$ cat src/rtl/microseq_pkg.sv
// Shared definitions for the microprogram sequencer.
//   ns_sel_e   : next-state select codes carried in the control word
//   cond_sel_e : condition select codes for the branch/wait condition mux
//   MICROSEQ_ADDR_W : default micro-PC / microstore index width
package microseq_pkg;

  localparam int MICROSEQ_ADDR_W = 6;

  typedef enum logic [2:0] {
    NS_INC     = 3'b000,
    NS_JUMP    = 3'b001,
    NS_DECODE  = 3'b010,
    NS_CBRANCH = 3'b011,
    NS_WAIT    = 3'b100,
    NS_CALL    = 3'b101,
    NS_RETURN  = 3'b110,
    NS_FETCH   = 3'b111
  } ns_sel_e;

  typedef enum logic [1:0] {
    CS_ONE  = 2'b00,
    CS_MFC  = 2'b01,
    CS_COND = 2'b10,
    CS_ZERO = 2'b11
  } cond_sel_e;

endpackage

$ cat src/rtl/microseq_next_addr.sv
// Combinational next-address selection for the microprogram sequencer.
// Ports:
//   ns_sel      : next-state select field of the current control word
//   t           : selected (and optionally inverted) condition
//   inc         : current index + 1 (wrapping)
//   cr_addr     : branch/call target field
//   decode_addr : entry address from the instruction decoder
//   ret         : micro-subroutine return address
//   next_addr   : address to load when the sequencer advances
//   stall       : WAIT whose condition is false; the caller holds the index
module microseq_next_addr
  import microseq_pkg::*;
#(
  parameter int ADDR_W     = MICROSEQ_ADDR_W,
  parameter int FETCH_ADDR = 1
) (
  input  logic [2:0]        ns_sel,
  input  logic              t,
  input  logic [ADDR_W-1:0] inc,
  input  logic [ADDR_W-1:0] cr_addr,
  input  logic [ADDR_W-1:0] decode_addr,
  input  logic [ADDR_W-1:0] ret,
  output logic [ADDR_W-1:0] next_addr,
  output logic              stall
);

  always_comb begin
    next_addr = inc;
    stall     = 1'b0;
    case (ns_sel)
      NS_INC:     next_addr = inc;
      NS_JUMP:    next_addr = cr_addr;
      NS_DECODE:  next_addr = decode_addr;
      NS_CBRANCH: next_addr = t ? cr_addr : inc;
      // next_addr is the advance target; holding is done by the index
      // register itself, which keeps the current value while stall is high.
      NS_WAIT: begin
        next_addr = inc;
        stall     = ~t;
      end
      NS_CALL:    next_addr = cr_addr;
      NS_RETURN:  next_addr = ret;
      NS_FETCH:   next_addr = ADDR_W'(FETCH_ADDR);
    endcase
  end

endmodule

$ cat src/rtl/microprogram_sequencer.sv
// Microprogram sequencer: holds the micro-PC that addresses the microstore,
// a one-deep subroutine return register and an MFC-wait watchdog.
// Ports:
//   clk, reset   : rising-edge clock, asynchronous active-high reset
//   ns_sel       : next-state select field of the current control word
//   cr_addr      : branch/call target field
//   inv          : inverts the selected condition
//   cond_sel     : 00 const 1, 01 mfc, 10 cond, 11 const 0
//   mfc, cond    : memory-function-complete and condition-tester inputs
//   decode_addr  : entry address from the instruction decoder
//   index        : registered micro-PC, drives the microstore address
//   stall        : combinational, current cycle is a WAIT with false condition
//   timeout      : registered one-cycle pulse when the watchdog traps
module microprogram_sequencer
  import microseq_pkg::*;
#(
  parameter int ADDR_W       = MICROSEQ_ADDR_W,
  parameter int RESET_ADDR   = 0,
  parameter int FETCH_ADDR   = 1,
  parameter int TRAP_ADDR    = 63,
  parameter int WAIT_TIMEOUT = 255
) (
  input  logic              clk,
  input  logic              reset,
  input  logic [2:0]        ns_sel,
  input  logic [ADDR_W-1:0] cr_addr,
  input  logic              inv,
  input  logic [1:0]        cond_sel,
  input  logic              mfc,
  input  logic              cond,
  input  logic [ADDR_W-1:0] decode_addr,
  output logic [ADDR_W-1:0] index,
  output logic              stall,
  output logic              timeout
);

  localparam bit WD_EN = (WAIT_TIMEOUT > 0);
  // A disabled watchdog still gets a 1-bit counter so the widths stay legal.
  localparam int CNT_W = WD_EN ? $clog2(WAIT_TIMEOUT + 1) : 1;
  localparam logic [CNT_W-1:0] CNT_LAST = WD_EN ? CNT_W'(WAIT_TIMEOUT - 1) : '0;

  logic [ADDR_W-1:0] ret;
  logic [ADDR_W-1:0] inc;
  logic [ADDR_W-1:0] next_addr;
  logic [CNT_W-1:0]  wait_cnt;
  logic              sel_cond;
  logic              t;
  logic              fire;

  always_comb begin
    sel_cond = 1'b1;
    case (cond_sel)
      CS_ONE:  sel_cond = 1'b1;
      CS_MFC:  sel_cond = mfc;
      CS_COND: sel_cond = cond;
      CS_ZERO: sel_cond = 1'b0;
    endcase
  end

  assign t   = sel_cond ^ inv;
  assign inc = index + 1'b1;

  microseq_next_addr #(
    .ADDR_W     (ADDR_W),
    .FETCH_ADDR (FETCH_ADDR)
  ) u_next_addr (
    .ns_sel      (ns_sel),
    .t           (t),
    .inc         (inc),
    .cr_addr     (cr_addr),
    .decode_addr (decode_addr),
    .ret         (ret),
    .next_addr   (next_addr),
    .stall       (stall)
  );

  // Trap on the edge that would complete the WAIT_TIMEOUT-th stalled cycle;
  // a WAIT whose condition is true is not stalled and therefore never traps.
  assign fire = WD_EN && stall && (wait_cnt == CNT_LAST);

  // ---- state register boundary ----
  always_ff @(posedge clk or posedge reset) begin
    if (reset) begin
      index    <= ADDR_W'(RESET_ADDR);
      ret      <= ADDR_W'(FETCH_ADDR);
      wait_cnt <= '0;
      timeout  <= 1'b0;
    end else begin
      timeout <= fire;
      if (fire) begin
        index    <= ADDR_W'(TRAP_ADDR);
        wait_cnt <= '0;
      end else begin
        index    <= stall ? index : next_addr;
        wait_cnt <= (WD_EN && stall) ? wait_cnt + 1'b1 : '0;
      end
      if (ns_sel == NS_CALL) begin
        ret <= inc;
      end
    end
  end

endmodule

$ cat config.mk
export PLATFORM = sky130hd
export DESIGN_NAME = microprogram_sequencer
export DESIGN_NICKNAME = d
export VERILOG_FILES = /design/src/rtl/microseq_pkg.sv /design/src/rtl/microseq_next_addr.sv /design/src/rtl/microprogram_sequencer.sv
export SDC_FILE = /design/constraint.sdc
export NUM_CORES = 1
export LEC_CHECK = 0
export BUFFER_PORTS_ARGS = -buffer_cell sky130_fd_sc_hd__buf_2
export CAP_MARGIN = 20
export CORE_MARGIN = 2
export CORE_UTILIZATION = 30
export CTS_BUF_LIST = sky130_fd_sc_hd__clkbuf_2
export DETAILED_ROUTE_END_ITERATION = 10
export GPL_TIMING_DRIVEN = 0
export PLACE_DENSITY = 0.51
export SLEW_MARGIN = 20
export SYNTH_ARGS = -nofsm -noshare
export SYNTH_HDL_FRONTEND = slang
export SYNTH_SLANG_ARGS = --single-unit
$ cat constraint.sdc
create_clock -name clk -period 1.8 [get_ports clk]
set_input_delay 0.27 -clock clk [delete_from_list [all_inputs] [get_ports clk]]
set_output_delay 0.27 -clock clk [all_outputs]
set_load 0.1 [all_outputs]
==> summary.md, run 1 <==
| Metric | Value |
|---|---|
| Outcome | complete, no violations |
| Crit path capture | index[2] |
| Vias per std cell | 5.123 |
| CTS tree | done |
| Post-Syn Instances | 134 |
| Leakage | 0.7122 nW |
| Cell family with most CP delay | compound AO/OA/AOI/OAI gates |
| Deepest clock path buffer count | 2 |
| Final core occ | 39.16% |
| Fraction of layout cells with a size suffix above 1 | 34.32% |
| Root Driver | clkbuf_2 |
| Worst slack at placement | -241.5 ps |
| Instance count on the critical path | 6 |
| Critical path's slowest cell | dfrtp_4 |
| # port buffers | 29 |
| Number of DRC markers in iteration 0 | 60 |
| IO Pins | 30 |
| Total Wirelength | 3.271 mm |
| Minimum clock period | 1752 ps |
| Vias in the first global route | 1122 |
| Final layout net count | 195 |
| Power Density | 851.4 nW/um^2 |
| Worst-path cell chain | ha_2, xnor2_2, nor2_1, a21oi_1, o21ai_0, o32a_1 |
| Remaining DRCs | 0 |
| Clock Skew | 12.30 ps |
| Max Cap Viol | 0 |
| Row count | 23 |
| Antenna viol nets, final | 0 |
| DR pass1 iterations | 4 |
| Die Y | 69.26 um |
| Tightest Pin Transition | 815.5 ps |
| R2R Path Start | index[0] |
| N_diodes | 0 |
| CTS clk-pin slew, worst paths | 220 ps |
| CP max FO | 5 |
| Critical path class | reg2reg |
| Per-cell routed wire length | 14.94 um |
| Warnings from Yosys | 0 |
| Die Footprint | 4796 um^2 |
| Fin. Hold Viols | 0 |
| Max Fclk | 570.8 MHz |
| Fin. max-slew vios | 0 |
| Hold slack | 43.49 ps |
| Sinks on Clock Net | 21 |
| Setup ws final | 48.21 ps |
| Startpoint type of the worst setup path | flip-flop |
| Worst Path Arrival | 2010 ps |
| Initial Util | 31.48% |
| DIE WIDTH | 69.26 um |
| Post-synth cell types | 40 |
| Routability congestion estimate | 0.8148 |
| Slew HR | 45.57% |
| Max VDD drop | 0.0003888 V |
| Total number of vias | 1122 |
| Hold WC Path Type | in2async |
| Synthesized area per cell | 9.533 um^2 |
| Largest net degree at the start of global routing | 22 |
| H-tree depth | 1 |
| Core region area | 4058 um^2 |
| Initial antenna violation count | 0 |
| Layout Cells excl Fill | 219 |
| Flop-to-flop setup slack | 50 ps |
| Synth Net Count | 159 |
| GRT Total Usage | 14.15% |
| Seq/Total Area, Yosys | 41.23% |
| FF-to-FF End | index[2] |
| Global route total overflow | 0 |
| Total CTS buffers | 3 |
| WP buf/inv | 0 |
| Layout area overhead | 24.39% |
| Number of synthesized register bits | 21 |
| Required time worst endpoint | 2060 ps |
| Reg2Reg Depth | 6 |
| Worst Setup End Kind | flip-flop |
| Period Utilization, post-route | 97.32% |
| Cells after DPL | 213 |
| Clk_lat worst skew | 340 ps |
| Max stage delay on crit path | 550 ps |
| Post-detail-place hpwl | 2.449 mm |
| Setup violators final | 0 |
| Worst Setup SP | index[0] |
| First-pass GRT wire length | 5.478 mm |
| Synth Cell Area | 1277 um^2 |
==> registers in the layout, indices dropped and copies added (netlist names) <==
name,flops
index,6
timeout,1
ret,6
wait_cnt,8
==> layout by cell type (no fill, tap or decap), drive strengths merged <==
cell / synthesis / routed
xor2: 4 / 4
a21o: 1 / 1
ha: 3 / 3
o22ai: 2 / 2
a21oi: 3 / 3
mux2i: 7 / 7
nand2b: 2 / 2
o32ai: 1 / 1
nor2b: 1 / 1
mux2: 4 / 4
xnor2: 7 / 7
nand4: 2 / 2
a2bb2oi: 1 / 1
a311o: 1 / 1
nand3: 5 / 5
a211oi: 2 / 2
nor2: 22 / 22
clkinv: 0 / 1
nand2: 14 / 14
o32a: 3 / 3
clkbuf: 2 / 5
a311oi: 1 / 1
buf: 3 / 34
a221oi: 2 / 2
nor3: 1 / 1
dfstp: 1 / 1
nor4: 1 / 1
o21ai: 4 / 4
o2111a: 1 / 1
o221ai: 1 / 1
dfrtp: 20 / 20
o31a: 1 / 1
inv: 6 / 6
o22a: 2 / 2
nor3b: 3 / 3
==> metrics by stage <==
step           cell area [um^2]  power, mW  setup TNS, ps
5_1_grt                    1589      1.435         -7.962
3_5_place_dp               1520      1.123         -410.6
2_1_floorplan              1313      1.002         -377.3
3_3_place_gp               1520      1.113         -403.7
4_1_cts                    1550      1.343              0
6_report                   1589      1.353              0
==> cell usage after synthesis <==
library cell,number,area [um^2]
ha_1,3,37.54
o32ai_1,1,8.760
o22a_1,2,17.52
a221oi_1,2,17.52
a311o_1,1,10.01
o32a_1,3,30.03
dfstp_2,1,26.28
a211oi_1,2,15.01
dfrtp_1,20,500.5
a21o_1,1,7.510
clkbuf_1,2,7.510
nand2_1,14,52.55
a2bb2oi_1,1,8.760
o22ai_1,2,12.51
nand2b_1,1,6.260
a311oi_1,1,8.760
xnor2_1,6,52.55
o21ai_0,4,20.02
buf_1,1,3.750
buf_4,1,7.510
nor3_1,1,5.000
nand4_1,2,12.51
o31a_1,1,8.760
xnor2_2,1,16.27
xor2_1,4,35.03
inv_1,6,22.52
mux2_2,4,45.04
nand3_1,5,25.02
nor2_1,21,78.83
buf_6,1,11.26
nor3b_1,3,22.52
nor4_1,1,6.260
mux2i_1,7,70.07
a21oi_1,2,10.01
nor2b_2,1,8.760
o2111a_1,1,11.26
nand2b_4,1,13.76
nor2_2,1,6.260
o221ai_1,1,8.760
a21oi_2,1,8.760
==> per-layer routing <==
| metal | part of all wire, % | global-route usage (%) | routed length [um] | vias to the layer above |
|---|---|---|---|---|
| met2 | 47 | 22.76 | 1527 | 31 |
| met3 | 4.2 | 3.634 | 136 | 2 |
| met5 | 0 | 0 | 0 | - |
| met4 | 0.76 | 3.704 | 25 | 0 |
| li1 | - | - | - | 545 |
| met1 | 48 | 18.96 | 1583 | 544 |
==> how the worst min path moves through the flow <==
stage,endpoint,depth (start not counted)
after floorplan,index[0],1
after global placement,ret[2],2
after detailed placement,ret[0],2
after CTS,ret[1],2
after global routing,ret[1],2
final,ret[1],2
==> power by group <==
part	total (mW)	internal, mW	leakage [nW]	switching [mW]
sequential	0.598	0.545	0.266	0.0532
clock	0.205	0.0504	0.0164	0.155
combinational	0.550	0.195	0.429	0.355
total	1.35	0.790	0.712	0.563
==> cell families (layout without fill, tap and decap cells) <==
logic type      after synthesis  in the layout  share of synthesized area (%)
fa+ha+maj                     3              3                          2.939
xor+xnor                     11             11                          8.129
flops                        21             21                          41.23
buf+inv                      11             46                          4.114
mux                          11             11                          9.011
compound gates               26             26                          15.97
simple gates                 51             51                          18.61
==> cell type report <==
type	count	area (um^2)
Fill cell	432	2469
Multi-Input combinational cell	102	739.5
Tap cell	50	62.56
Sequential cell	21	535.5
Clock buffer	3	15.01
Inverter	6	22.52
Clock inverter	1	5.005
Buffer	4	26.28
Timing Repair Buffer	32	182.7
==> what timing repair did <==
item	4_1_cts	5_1_grt
cloned	0	0
setup buffers	0	3
pin swaps	0	2
setup endpoints to repair	2	3
gates resized for setup	3	4
hold buffers	0	0
endpoints found under the hold margin	0	0
Note: power is estimated with default switching activity, not from simulation.
==> inputs of run 2 (changes only) <==
--- a/config.mk
+++ b/config.mk
@@ -9,7 +9,6 @@
 export CAP_MARGIN = 20
 export CORE_MARGIN = 2
 export CORE_UTILIZATION = 30
-export CTS_BUF_LIST = sky130_fd_sc_hd__clkbuf_2
 export DETAILED_ROUTE_END_ITERATION = 10
 export GPL_TIMING_DRIVEN = 0
 export PLACE_DENSITY = 0.51
==> run 2 against run 1 <==
Net effect: via count about the same; total power rose by 7.2%; clock-buffer cell count did not move; global-route usage grew 0.096 points; die area unchanged; fmax grew 2.6%; final area rose by 0.71%; sequential share of layout area down 0.24 points; non-clock buffer count decreased by 2; final cell count shrank 0.91%; critical path depth grew 1.
==> summary.md, run 2 (same netlist as run 1, synthesis figures left out) <==
| Metric | Value |
|---|---|
| Core region area | 4058 um^2 (unchanged) |
| Per-cell routed wire length | 14.93 um (was 14.94 um) |
| # port buffers | 29 (unchanged) |
| DR pass1 iterations | 4 (unchanged) |
| Number of DRC markers in iteration 0 | 43 (was 60) |
| Hold slack | 157.2 ps (was 43.49 ps) |
| Post-CTS Hold Buffers | 0 (unchanged) |
| Initial antenna violation count | 0 (unchanged) |
| Deepest clock path buffer count | 2 (unchanged) |
| Vias per std cell | 5.175 (was 5.123) |
| Register name with the most flops | wait_cnt (unchanged) |
| Flop-to-flop setup slack | 100 ps (was 50 ps) |
| Clk pwr share | 22.3% (was 15.1%) |
| Final layout net count | 193 (was 195) |
| CTS clk-pin slew, worst paths | 80 ps (was 220 ps) |
| Tightest Pin Transition | 833.4 ps (was 815.5 ps) |
| Net Sw Frac | 39.29% (was 41.60%) |
| R2R Path Start | index[0] (unchanged) |
| Largest net degree at the start of global routing | 22 (unchanged) |
| Startpoint type of the worst setup path | primary input (was flip-flop) |
| Max VDD drop | 0.0004392 V (was 0.0003888 V) |
| GRT Total Usage | 14.25% (was 14.15%) |
| Slew HR | 44.38% (was 45.57%) |
| Worst-path cell chain | buf_2, nand2b_4, a21oi_4, xnor2_2, nand2_2, nor3_4, buf_12 (was ha_2, xnor2_2, nor2_1, a21oi_1, o21ai_0, o32a_1) |
| Required time worst endpoint | 1530 ps (was 2060 ps) |
| N_diodes | 0 (unchanged) |
| Comb pwr share | 36.3% (was 40.7%) |
| Total number of vias | 1123 (was 1122) |
| Clk_lat worst skew | 270 ps (was 340 ps) |
| Worst Setup End Kind | output pin (was flip-flop) |
| Row count | 23 (unchanged) |
| FF-to-FF End | index[2] (unchanged) |
| Root Driver | clkbuf_8 (was clkbuf_2) |
| Outcome | complete, no violations (unchanged) |
| Global route total overflow | 0 (unchanged) |
| CP max FO | 4 (was 5) |
| IO Pins | 30 (unchanged) |
| Fraction of layout cells with a size suffix above 1 | 33.53% (was 34.32%) |
| Pint | 0.8807 mW (was 0.7900 mW) |
| Critical path's slowest cell | nor3_4 (was dfrtp_4) |
| Antenna viol nets, final | 0 (unchanged) |
| Max stage delay on crit path | 240 ps (was 550 ps) |
| RSZ-0062 raised after global routing | no |
| Total CTS buffers | 3 (unchanged) |
| Clock Skew | 5.464 ps (was 12.30 ps) |
| Hold WC Path Type | in2async (unchanged) |
| Reg2Reg Depth | 6 (unchanged) |
| Max Fclk | 585.9 MHz (was 570.8 MHz) |
| Sw power | 0.5700 mW (was 0.5628 mW) |
| Fin. Hold Viols | 0 (unchanged) |
| Max Cap Viol | 0 (unchanged) |
| Total Wirelength | 3.239 mm (was 3.271 mm) |
| First-pass GRT wire length | 5.506 mm (was 5.478 mm) |
| Leakage | 0.7113 nW (was 0.7122 nW) |
| Worst Path Arrival | 1440 ps (was 2010 ps) |
| DIE WIDTH | 69.26 um (unchanged) |
| Setup ws final | 93.35 ps (was 48.21 ps) |
| Sinks on Clock Net | 21 (unchanged) |
| H-tree depth | 1 (unchanged) |
| Critical path class | in2out (was reg2reg) |
| Worst slack at placement | -241.5 ps (unchanged) |
| Most common cell after layout, fill and taps aside | buf_2 (unchanged) |
| Post-detail-place hpwl | 2.449 mm (unchanged) |
| Placed Area | 1520 um^2 (unchanged) |
| Power Density | 906.5 nW/um^2 (was 851.4 nW/um^2) |
| Fin. max-slew vios | 0 (unchanged) |
| Layout area overhead | 25.27% (was 24.39%) |
| CTS tree | done (unchanged) |
| Minimum clock period | 1707 ps (was 1752 ps) |
| Design Area, Final | 1600 um^2 (was 1589 um^2) |
| Reg power frac | 41.4% (was 44.2%) |
| Die Footprint | 4796 um^2 (unchanged) |
| Vias in the first global route | 1132 (was 1122) |
| Commonest cells after routing, fill and taps aside | 28 x buf_2, 21 x nor2_1, 15 x dfrtp_1 (unchanged) |
| Remaining DRCs | 0 (unchanged) |
| Period Utilization, post-route | 94.81% (was 97.32%) |
| Largest register FFs | 8 (unchanged) |
| Die Y | 69.26 um (unchanged) |
| Initial Util | 31.48% (unchanged) |
| Top flop regs | wait_cnt (8), index (6), ret (6) (unchanged) |
| Setup violators final | 0 (unchanged) |
| Routability congestion estimate | 0.8148 (unchanged) |
-- run 2: how the worst max path moves through the flow --
stage | from | depth (start not counted) | endpoint
floorplan | cond_sel[0] | 6 | index[2]
global placement | ns_sel[2] | 5 | stall
detailed placement | ns_sel[2] | 5 | stall
CTS | cond_sel[0] | 7 | stall
global route | cond_sel[0] | 7 | stall
finish | cond_sel[0] | 7 | stall
-- run 2: worst max-delay path, delay by kind of cell --
| kind | cells | cell delay (ps) |
|---|---|---|
| and+or+nand+nor | 3 | 530 |
| buffers and inverters | 2 | 320 |
| xor gates and xnor gates | 1 | 170 |
| AOI/OAI and AO/OA | 1 | 140 |
-- run 2: power groups by stage --
stage / Combinational (mW) / Clock, mW / Sequential, mW
3_3_place_gp: 0.507 / 0 / 0.605
6_report: 0.527 / 0.323 / 0.601
2_1_floorplan: 0.239 / 0 / 0.763
5_1_grt: 0.566 / 0.359 / 0.612
3_5_place_dp: 0.516 / 0 / 0.607
4_1_cts: 0.518 / 0.333 / 0.599
-- run 2: what timing repair did --
| action | CTS | global route |
|---|---|---|
| cloned | 0 | 0 |
| setup buffers | 0 | 1 |
| resized for setup | 2 | 5 |
| endpoints found under the setup margin | 1 | 3 |
| pin swaps | 0 | 1 |
-- run 2: cell type report --
cell class | count | area, um^2
fillers | 425 | 2457
multi-input cells | 102 | 739.5
flip-flops and latches | 21 | 535.5
repair buffers | 30 | 167.7
well taps | 50 | 62.56
clock buffers | 3 | 41.29
plain buffers | 4 | 26.28
inverters | 6 | 22.52
clock inverters | 1 | 5.005
-- run 2: per-stage QoR --
step | util (%) | cells | setup TNS [ps] | power (mW)
6_report | 39.44 | 217 | 0 | 1.451
2_1_floorplan | - | 134 | -377.3 | 1.002
3_5_place_dp | 37.47 | 213 | -410.6 | 1.123
5_1_grt | 39.44 | 217 | 0 | 1.537
4_1_cts | 38.67 | 216 | 0 | 1.449
3_3_place_gp | 37.47 | 213 | -403.7 | 1.113
-- run 2: routing by layer --
metal  vias to the layer above  part of all wire [%]  track usage (%)
met5                         -                     0                0
met4                         0                  0.77            3.922
met3                         2                   4.6            4.070
met2                        41                    48            22.86
met1                       538                    47            18.79
li1                        542                     -                -
